## src/rtl/rob_commit_unit_if.sv

```systemverilog
// Issue / writeback / operand-query / commit-broadcast bundle of the reorder buffer.
// The ROB takes the slave side; the core pipeline (or a bench) takes the master side.
interface rob_commit_unit_if #(
    parameter int ADDR_W = 5
);
    logic              ROB_is_full;

    logic              alloc_en;
    logic [4:0]        alloc_rd;
    logic [ADDR_W-1:0] alloc_tag;

    logic              wb_en;
    logic [ADDR_W-1:0] wb_tag;
    logic [31:0]       wb_val;
    logic              wb_mispredict;
    logic [31:0]       wb_target;

    logic [ADDR_W-1:0] query1_tag;
    logic [ADDR_W-1:0] query2_tag;
    logic              query1_ready;
    logic              query2_ready;
    logic [31:0]       query1_val;
    logic [31:0]       query2_val;

    logic              commit_en;
    logic [ADDR_W-1:0] commit_Number;
    logic [4:0]        commit_rd;
    logic [31:0]       commit_val;
    logic              clear;
    logic [31:0]       clear_pc;

    modport master (
        input  ROB_is_full, alloc_tag,
        input  query1_ready, query2_ready, query1_val, query2_val,
        input  commit_en, commit_Number, commit_rd, commit_val, clear, clear_pc,
        output alloc_en, alloc_rd,
        output wb_en, wb_tag, wb_val, wb_mispredict, wb_target,
        output query1_tag, query2_tag
    );

    modport slave (
        output ROB_is_full, alloc_tag,
        output query1_ready, query2_ready, query1_val, query2_val,
        output commit_en, commit_Number, commit_rd, commit_val, clear, clear_pc,
        input  alloc_en, alloc_rd,
        input  wb_en, wb_tag, wb_val, wb_mispredict, wb_target,
        input  query1_tag, query2_tag
    );
endinterface

```

## src/rtl/rob_commit_unit.sv

```systemverilog
// Reorder buffer: tagged allocation, writeback capture, in-order retirement, mispredict flush.
// Optional: define ROB_WB_BYPASS_EN so operand queries also see a same-cycle writeback.
module rob_commit_unit #(
    parameter int ADDR_W      = 5,
    parameter int FULL_MARGIN = 2
) (
    input  logic             clk_in,
    input  logic             rst_in,
    input  logic             rdy_in,
    rob_commit_unit_if.slave rob
);
    localparam int DEPTH = 2 ** ADDR_W;
    localparam logic [ADDR_W:0] DEPTH_C  = (ADDR_W + 1)'(DEPTH);
    localparam logic [ADDR_W:0] FULL_THR = (ADDR_W + 1)'(DEPTH - FULL_MARGIN);

    typedef logic [ADDR_W-1:0] tag_t;

    logic [DEPTH-1:0] valid_q;
    logic [DEPTH-1:0] done_q;
    logic [DEPTH-1:0] misp_q;
    logic [4:0]       rd_q  [DEPTH];
    logic [31:0]      val_q [DEPTH];
    logic [31:0]      tgt_q [DEPTH];

    tag_t             head_q;
    tag_t             tail_q;
    logic [ADDR_W:0]  count_q;
    logic [ADDR_W:0]  count_d;

    logic             commit_en_q;
    tag_t             commit_num_q;
    logic [4:0]       commit_rd_q;
    logic [31:0]      commit_val_q;
    logic             clear_q;
    logic [31:0]      clear_pc_q;

    logic             alloc_ok;
    logic             wb_ok;
    logic             commit_fire;
    logic             flush;

    logic             q1_ready;
    logic             q2_ready;
    logic [31:0]      q1_val;
    logic [31:0]      q2_val;

    // All decisions look only at registered state, so a writeback cannot retire in its own cycle.
    assign alloc_ok    = rob.alloc_en && (count_q < DEPTH_C);
    assign wb_ok       = rob.wb_en && valid_q[rob.wb_tag];
    assign commit_fire = valid_q[head_q] && done_q[head_q];
    assign flush       = commit_fire && misp_q[head_q];

    always_comb begin
        count_d = count_q;
        if (alloc_ok && !commit_fire) begin
            count_d = count_q + (ADDR_W + 1)'(1);
        end else if (!alloc_ok && commit_fire) begin
            count_d = count_q - (ADDR_W + 1)'(1);
        end
    end

    always_ff @(posedge clk_in) begin
        if (rst_in) begin
            valid_q      <= '0;
            done_q       <= '0;
            head_q       <= '0;
            tail_q       <= '0;
            count_q      <= '0;
            commit_en_q  <= 1'b0;
            commit_num_q <= '0;
            commit_rd_q  <= '0;
            commit_val_q <= '0;
            clear_q      <= 1'b0;
            clear_pc_q   <= '0;
        end else if (rdy_in) begin
            commit_en_q <= commit_fire;
            clear_q     <= flush;
            if (commit_fire) begin
                commit_num_q <= head_q;
                commit_rd_q  <= rd_q[head_q];
                commit_val_q <= val_q[head_q];
            end
            if (flush) begin
                // Everything younger than the branch is on the wrong path, including this cycle's traffic.
                clear_pc_q <= tgt_q[head_q];
                valid_q    <= '0;
                done_q     <= '0;
                head_q     <= '0;
                tail_q     <= '0;
                count_q    <= '0;
            end else begin
                if (wb_ok) begin
                    done_q[rob.wb_tag] <= 1'b1;
                end
                if (alloc_ok) begin
                    valid_q[tail_q] <= 1'b1;
                    done_q[tail_q]  <= 1'b0;
                    tail_q          <= tail_q + tag_t'(1);
                end
                if (commit_fire) begin
                    valid_q[head_q] <= 1'b0;
                    head_q          <= head_q + tag_t'(1);
                end
                count_q <= count_d;
            end
        end
    end

    // Payload storage needs no reset: nothing reads it unless the entry is valid and done.
    always_ff @(posedge clk_in) begin
        if (!rst_in && rdy_in && !flush) begin
            if (wb_ok) begin
                val_q[rob.wb_tag]  <= rob.wb_val;
                tgt_q[rob.wb_tag]  <= rob.wb_target;
                misp_q[rob.wb_tag] <= rob.wb_mispredict;
            end
            if (alloc_ok) begin
                rd_q[tail_q] <= rob.alloc_rd;
            end
        end
    end

    always_comb begin
        q1_ready = valid_q[rob.query1_tag] && done_q[rob.query1_tag];
        q1_val   = q1_ready ? val_q[rob.query1_tag] : 32'h0;
        q2_ready = valid_q[rob.query2_tag] && done_q[rob.query2_tag];
        q2_val   = q2_ready ? val_q[rob.query2_tag] : 32'h0;
`ifdef ROB_WB_BYPASS_EN
        if (rob.wb_en && (rob.wb_tag == rob.query1_tag)) begin
            q1_ready = 1'b1;
            q1_val   = rob.wb_val;
        end
        if (rob.wb_en && (rob.wb_tag == rob.query2_tag)) begin
            q2_ready = 1'b1;
            q2_val   = rob.wb_val;
        end
`else
`endif
    end

    assign rob.ROB_is_full   = (count_q >= FULL_THR);
    assign rob.alloc_tag     = tail_q;
    assign rob.query1_ready  = q1_ready;
    assign rob.query2_ready  = q2_ready;
    assign rob.query1_val    = q1_val;
    assign rob.query2_val    = q2_val;
    assign rob.commit_en     = commit_en_q;
    assign rob.commit_Number = commit_num_q;
    assign rob.commit_rd     = commit_rd_q;
    assign rob.commit_val    = commit_val_q;
    assign rob.clear         = clear_q;
    assign rob.clear_pc      = clear_pc_q;
endmodule

```

## src/flat_wrapper.sv

```systemverilog
// flat-port wrapper written by rule: the top's interface ports become plain ports
module rob_commit_unit_flat 
#(
    parameter int ADDR_W      = 5,
    parameter int FULL_MARGIN = 2
)
  (clk_in, rst_in, rdy_in, rob_ROB_is_full, rob_alloc_tag, rob_query1_ready, rob_query2_ready, rob_query1_val, rob_query2_val, rob_commit_en, rob_commit_Number, rob_commit_rd, rob_commit_val, rob_clear, rob_clear_pc, rob_alloc_en, rob_alloc_rd, rob_wb_en, rob_wb_tag, rob_wb_val, rob_wb_mispredict, rob_wb_target, rob_query1_tag, rob_query2_tag);
  rob_commit_unit_if #(.ADDR_W(ADDR_W)) rob_i ();
  input  logic clk_in;
  input  logic rst_in;
  input  logic rdy_in;
  output wire logic [$bits(rob_i.ROB_is_full)-1:0] rob_ROB_is_full;
  output wire logic [$bits(rob_i.alloc_tag)-1:0] rob_alloc_tag;
  output wire logic [$bits(rob_i.query1_ready)-1:0] rob_query1_ready;
  output wire logic [$bits(rob_i.query2_ready)-1:0] rob_query2_ready;
  output wire logic [$bits(rob_i.query1_val)-1:0] rob_query1_val;
  output wire logic [$bits(rob_i.query2_val)-1:0] rob_query2_val;
  output wire logic [$bits(rob_i.commit_en)-1:0] rob_commit_en;
  output wire logic [$bits(rob_i.commit_Number)-1:0] rob_commit_Number;
  output wire logic [$bits(rob_i.commit_rd)-1:0] rob_commit_rd;
  output wire logic [$bits(rob_i.commit_val)-1:0] rob_commit_val;
  output wire logic [$bits(rob_i.clear)-1:0] rob_clear;
  output wire logic [$bits(rob_i.clear_pc)-1:0] rob_clear_pc;
  input wire logic [$bits(rob_i.alloc_en)-1:0] rob_alloc_en;
  input wire logic [$bits(rob_i.alloc_rd)-1:0] rob_alloc_rd;
  input wire logic [$bits(rob_i.wb_en)-1:0] rob_wb_en;
  input wire logic [$bits(rob_i.wb_tag)-1:0] rob_wb_tag;
  input wire logic [$bits(rob_i.wb_val)-1:0] rob_wb_val;
  input wire logic [$bits(rob_i.wb_mispredict)-1:0] rob_wb_mispredict;
  input wire logic [$bits(rob_i.wb_target)-1:0] rob_wb_target;
  input wire logic [$bits(rob_i.query1_tag)-1:0] rob_query1_tag;
  input wire logic [$bits(rob_i.query2_tag)-1:0] rob_query2_tag;
  assign rob_ROB_is_full = rob_i.ROB_is_full;
  assign rob_alloc_tag = rob_i.alloc_tag;
  assign rob_query1_ready = rob_i.query1_ready;
  assign rob_query2_ready = rob_i.query2_ready;
  assign rob_query1_val = rob_i.query1_val;
  assign rob_query2_val = rob_i.query2_val;
  assign rob_commit_en = rob_i.commit_en;
  assign rob_commit_Number = rob_i.commit_Number;
  assign rob_commit_rd = rob_i.commit_rd;
  assign rob_commit_val = rob_i.commit_val;
  assign rob_clear = rob_i.clear;
  assign rob_clear_pc = rob_i.clear_pc;
  assign rob_i.alloc_en = rob_alloc_en;
  assign rob_i.alloc_rd = rob_alloc_rd;
  assign rob_i.wb_en = rob_wb_en;
  assign rob_i.wb_tag = rob_wb_tag;
  assign rob_i.wb_val = rob_wb_val;
  assign rob_i.wb_mispredict = rob_wb_mispredict;
  assign rob_i.wb_target = rob_wb_target;
  assign rob_i.query1_tag = rob_query1_tag;
  assign rob_i.query2_tag = rob_query2_tag;
  rob_commit_unit #(.ADDR_W(ADDR_W), .FULL_MARGIN(FULL_MARGIN)) u_core (.clk_in(clk_in), .rst_in(rst_in), .rdy_in(rdy_in), .rob(rob_i));
endmodule
```

## config.mk

```make
export PLATFORM = sky130hd
export DESIGN_NAME = rob_commit_unit_flat
export DESIGN_NICKNAME = d
export VERILOG_FILES = /design/src/rtl/rob_commit_unit_if.sv /design/src/rtl/rob_commit_unit.sv /design/src/flat_wrapper.sv
export SDC_FILE = /design/constraint.sdc
export NUM_CORES = 2
export LEC_CHECK = 0
export CORE_UTILIZATION = 50
export CTS_BUF_LIST = sky130_fd_sc_hd__clkbuf_2 sky130_fd_sc_hd__clkbuf_4 sky130_fd_sc_hd__clkbuf_8
export DETAILED_ROUTE_END_ITERATION = 10
export PLACE_DENSITY = 0.65
export SYNTH_ARGS = -nofsm -noshare
export SYNTH_HDL_FRONTEND = slang
export SYNTH_SLANG_ARGS = --single-unit
```

## constraint.sdc

```tcl
create_clock -name clk_in -period 7.95 [get_ports clk_in]
set_input_delay 1.59 -clock clk_in [delete_from_list [all_inputs] [get_ports clk_in]]
set_output_delay 1.59 -clock clk_in [all_outputs]
set_load 0.02 [all_outputs]
```

# [Word level (Yosys, flattened, before mapping)]
# Memories as Yosys holds them, arrays and structs flattened. A register that Yosys moved wholly into a read port is not among the register bits.
# Cells that the tools add are included.
[classes] n_addsub=4 magnitude_cmp=10 mux=50 bitwise=6 n_reduce_logical=26
[op_table] operator="$mux 32" n=14
[op_table] operator="$and 32x32->32" n=2
[op_table] operator="$not 32->32" n=2
[op_table] operator="$or 32x32->32" n=2
[op_table] operator="$bmux 1 s5" n=8
[op_table] operator="$bwmux 32" n=1
[op_table] operator="$lt 5x6->1 const B" n=5
[op_table] operator="$mux 5" n=4
[op_table] operator="$mux 6" n=3
[op_table] operator="$mux 1" n=17
[op_table] operator="$demux 1 s5" n=3
[op_table] operator="$ge 5x1->1 const B" n=3
[op_table] operator="$logic_and 1x1->1" n=13
[op_table] operator="$reduce_and 2->1" n=6
[op_table] operator="$add 5x1->5 const B" n=2
[op_table] operator="$add 6x1->6 const B" n=1
[op_table] operator="$ge 6x5->1 const B" n=1
[op_table] operator="$lt 6x6->1 const B" n=1
[op_table] operator="$sub 6x1->6 const B" n=1
[op_table] operator="$logic_not 1->1" n=4
[op_table] operator="$reduce_bool 2->1" n=2
[op_table] operator="$reduce_bool 3->1" n=1
[word_totals] register_bits=119 ramBits=2208 elab_cells=108 n_memories=3
[memory_table] memory="u_core.tgt_q" words=32 word_bits=32 rd=1 rd_clocked_by_memory_dff=1 write_ports=1 line_no="rob_commit_unit.sv:23" source="logic [31:0] tgt_q [DEPTH];"
[memory_table] memory="u_core.val_q" words=32 word_bits=32 rd=3 rd_clocked_by_memory_dff=1 write_ports=1 line_no="rob_commit_unit.sv:22" source="logic [31:0] val_q [DEPTH];"
[memory_table] memory="u_core.rd_q" words=32 word_bits=5 rd=1 rd_clocked_by_memory_dff=1 write_ports=1 line_no="rob_commit_unit.sv:21" source="logic [4:0] rd_q [DEPTH];"

# [Longest topological paths before layout]
[depth] ltp_word=12 mapped_depth=18

# [Least setup slack after synthesis]
# No wires, ideal clock.
[synth_timing] path_type="input to register" start="input port rob_wb_tag[2]" end="register u_core.misp_q[0] (enable)" t_arrival_ps=6292 required_time_ps=7461 slack_ps=1169 stages=8 cell_sequence="or3b_2 clkbuf_1 o22ai_1 nor3_1 o2111a_1 nor4_2 nand2_1 nor2_1"
[synth_between] elab_chain_len=4
[synth_lines] element="start, declared" line_no="flat_wrapper.sv:27" source="input wire logic [$bits(rob_i.wb_tag)-1:0] rob_wb_tag;"
[synth_lines] element="$bmux 1 s5" line_no="rob_commit_unit.sv:49" source="assign wb_ok = rob.wb_en && valid_q[rob.wb_tag];"
[synth_lines] element="$mux 1 (implied by the code)" line_no="rob_commit_unit.sv:49"
[synth_lines] element="$logic_and 1x1->1" line_no="rob_commit_unit.sv:49"
[synth_lines] element="$reduce_and 2->1 (no line)"
[synth_lines] element="end signal, assigned by index" line_no="rob_commit_unit.sv:115" source="misp_q[rob.wb_tag] <= rob.wb_mispredict;"
[synth_lines] element="end, declared" line_no="rob_commit_unit.sv:20" source="logic [DEPTH-1:0] misp_q;"
# No other way between the ends. The select of a mux whose other input is x is not followed.
# A chain may end at the register's enable or synchronous reset.

# [Final worst setup path]
[layout_timing] start="input port rob_query2_tag[2]" end="output port rob_query2_val[30]"
[layout_between] elab_chain_len=4 word_cells_on_any_way=7 cone_classes="mux: 5; reduce/logical: 1; memory: 1"
[layout_lines] element="start, declared" line_no="flat_wrapper.sv:32" source="input wire logic [$bits(rob_i.query2_tag)-1:0] rob_query2_tag;"
[layout_lines] element="$bmux 1 s5" line_no="rob_commit_unit.sv:126" source="q2_ready = valid_q[rob.query2_tag] && done_q[rob.query2_tag];"
[layout_lines] element="$mux 1 (implied by the code)" line_no="rob_commit_unit.sv:126"
[layout_lines] element="$logic_and 1x1->1" line_no="rob_commit_unit.sv:126"
[layout_lines] element="$mux 32 (*)" line_no="rob_commit_unit.sv:127" source="q2_val = q2_ready ? val_q[rob.query2_tag] : 32'h0;"
[layout_lines] element="end, declared" line_no="flat_wrapper.sv:17" source="output wire logic [$bits(rob_i.query2_val)-1:0] rob_query2_val;"
# Every way passes the cells marked *; elsewhere a longest branch is shown, timed or not. The select of a mux whose other input is x is not followed.

==> results.cfg <==
[worst_setup_path]
arrival_ns = 5.26
crit_fanout = 32
crit_chain = buf_6 -> buf_4 -> buf_4 -> mux4_2 -> mux2i_1 -> nor2_1 -> clkdlybuf4s50_1
cp-end-kind = output pin
crit_top_cell = buf_4
cp.required_ns = 6.36
critPathTopFamily = buffers and inverters
crit_type = input pin to output pin
worst_path_max_delay_cell = buf_4
cpPeakStageDelay_ns = 0.63
critPathLaunchType = input pin
crit_buf_inv = 4

[yosys]
syn_nets = 5482
synthSimpleGateAreaFrac_pct = 2.59
syn_inst = 5378
yosys-top-cells-area = edfxtp_1 (62%), mux4_2 (25%), dfxtp_1 (2.9%)
synth_top_area_share_pct = 62.3
synth_edf_count = 2240
async_reset_ff_share_pct = 0
synthAdderAreaFrac_pct = 0.169
yosysUniqueCellTypes = 64
synth_area_leader_cell = edfxtp_1
synth-compound-area-share_pct = 3.56
synthesis.area_mm2 = 0.108
synth-xor-area-share_pct = 0.0487
yosysWarnings = 0
muxShareOfSynthArea_pct = 26.7
ys_ff_latch = 2396
synthFlopType = edfxtp_1
synth_top_family_by_area = multiplexers
syn_area_per_cell_um2 = 20.1
ys_seq_area_share_pct = 65.2

[grt]
grt_max_degree = 126
track_usage_pct = 30.6
grt_pass1_vias = 62300
antenna_found_initial = 21
grt_pass1_wl_um = 467000
grt-ovfl-total = 0

[finish]
drive_gt1_share_pct = 35.0
finalNonFillerCells = 8890
layout.nets = 5839
area_growth_pct = 13.4
layout_common_cells = edfxtp_1 (2240), mux4_2 (1214), clkbuf_8 (440)
layout_commonest_cell = edfxtp_1

[place]
place_hpwl_um = 174000
preCtsSetupSlack_ns = 1.10
dpl.cell_count = 8168
io_buffers = 237
gp_congestion = 0.944

[detailed_routing]
drtIter0Drc = 8170
wl_met2_um = 159000
drt_pass1_iterations = 6
wl_met3_um = 33100
route.detailed.drc = 0
top_layer = met5
vias = 62200
routedWlPerCell_um = 37.4
drt_wl_total_um = 332000
wl_met1_um = 127000
ant_nets = 0
vias_per_cell = 7.00

[flow_run]
maxCapViolCount = 0

[cts]
cts_resized = 0
cts_buffers = 403
hold_buffers = 0
worstSkewPairLatency_ns = 1.14
clock-sinks = 2396
cts_setup_buffers = 0
clock-root-buffer = clkbuf_8
h-tree-depth = 5
cts.reportedPaths.clkPinSlew_ns = 0.05
cts_tree = done
cts_max_path_buffers = 4

[pwr]
finalPower_w = 0.0260
leakage_nw = 36.8
power_density_mw_per_mm2 = 212
ir_worst_vdd_mv = 0.197

[floorplan]
pin_count = 238
start_util_pct = 50.3
row_count = 170
die-width_um = 467
die_area_mm2 = 0.218
core_area_mm2 = 0.215
die_y_um = 467

[timing]
setup_violations = 0
slew_headroom_pct = 11.4
finalHoldViolCount = 0
layout_setup_ws_ns = 1.10
layout_worst_path_cycle_share_pct = 86.2
finClkSkew_ns = 0.102
report.final.slew_viol_count = 0
rsz0062_at_grt = no
tightestPinTransition_ns = 1.32
fin_tns_setup_ns = 0
timing.final.crit_period_ns = 6.85
fmax_ghz = 0.146

[run_status]
outcome = completed

[min_path]
hp-class = flop to flop
[layer usage]
| layer | global-route usage [%] | up-vias |
|---|---|---|
| li1 | - | 24100 |
| met1 | 42.1 | 33400 |
| met2 | 48.4 | 3908 |
| met3 | 6.32 | 729 |
| met4 | 11.6 | 16 |
| met5 | 0 | - |
[final cells by class]
class	instances	area (um2)
timing repair buffer	395	4320
multi-input combinational	2505	36000
clock inverter	133	946
antenna	11	27.5
fill	15900	92200
inverter	34	128
clock buffer	578	7090
sequential	2396	70400
tap	2838	3550
[synthesized netlist by cell type, drive strengths merged (4+ instances only)]
cell type	instances
a22o	64
and2	8
nand3b	5
nand4b	4
nor2	227
mux2i	125
o21ai	27
ha	13
nand2	163
a311oi	32
inv	34
clkbuf	249
nor3	56
nor3b	8
xnor2	4
a221oi	65
edfxtp	2240
a32oi	10
buf	194
a41oi	5
dfxtp	156
a2bb2oi	6
a31oi	17
nor2b	6
or3b	4
and3	8
or4bb	5
a21oi	102
or4b	4
nand3	47
a211oi	18
mux4	1214
a22oi	134
nand4	33
mux2	18
nor4	6
o22ai	35
[flip-flops by register name, summed over array words and instances (netlist names)]
| register | count |
|---|---|
| u_core.rd_q | 160 |
| u_core.valid_q | 32 |
| u_core.head_q | 5 |
| u_core.rob.clear_pc | 32 |
| u_core.rob.alloc_tag | 5 |
| u_core.count_q | 6 |
| u_core.tgt_q | 1024 |
| u_core.rob.commit_val | 32 |
| u_core.rob.commit_rd | 5 |
| u_core.rob.commit_en | 1 |
| u_core.val_q | 1024 |
| u_core.rob.commit_Number | 5 |
| u_core.done_q | 32 |
| u_core.rob.clear | 1 |
| u_core.misp_q | 32 |
[through the flow]
step / area (um2) / utilization, % / hold WS (ns)
3_3_place_gp: 114000 / 53.3 / 0.445
4_1_cts: 122000 / 57.0 / 0.455
5_1_grt: 122000 / 57.1 / 0.469
6_report: 122000 / 57.1 / 0.454
3_5_place_dp: 114000 / 53.3 / 0.448
2_1_floorplan: 108000 / - / 0.438
[cells by family after synthesis]
kind of cell / Yosys count
compound gates: 529
buf+inv: 477
fa+ha+maj: 14
simple gates: 599
flops: 2396
xor+xnor: 6
mux: 1357
[tightest hold or removal path: stages (launching register included)]
cell and delay (ns):
dfxtp_1 0.30, nand2_1 0.05, a21oi_1 0.05
[worst paths after layout]
kind,slack [ns],cells past startpoint,start,end
hold / removal,0.45,2,u_core.rob.commit_val[25]$_SDFFE_PP0P_,u_core.rob.commit_val[25]$_SDFFE_PP0P_
hold reg to reg,0.45,2,u_core.rob.commit_val[25]$_SDFFE_PP0P_,u_core.rob.commit_val[25]$_SDFFE_PP0P_
setup / recovery,1.10,7,rob_query2_tag[2],rob_query2_val[30]
setup reg to reg,1.97,8,u_core.head_q[1]$_SDFFE_PP0P_,u_core.tgt_q[13][6]$_DFFE_PP_
[report_power, final]
part	internal (W)	switching (W)	leakage, nW
sequential	0.0138	0.00000930	21.4
clock	0.00611	0.00497	4.29
combinational	0.000446	0.000640	11.1
(Power assumes the default switching activity.)
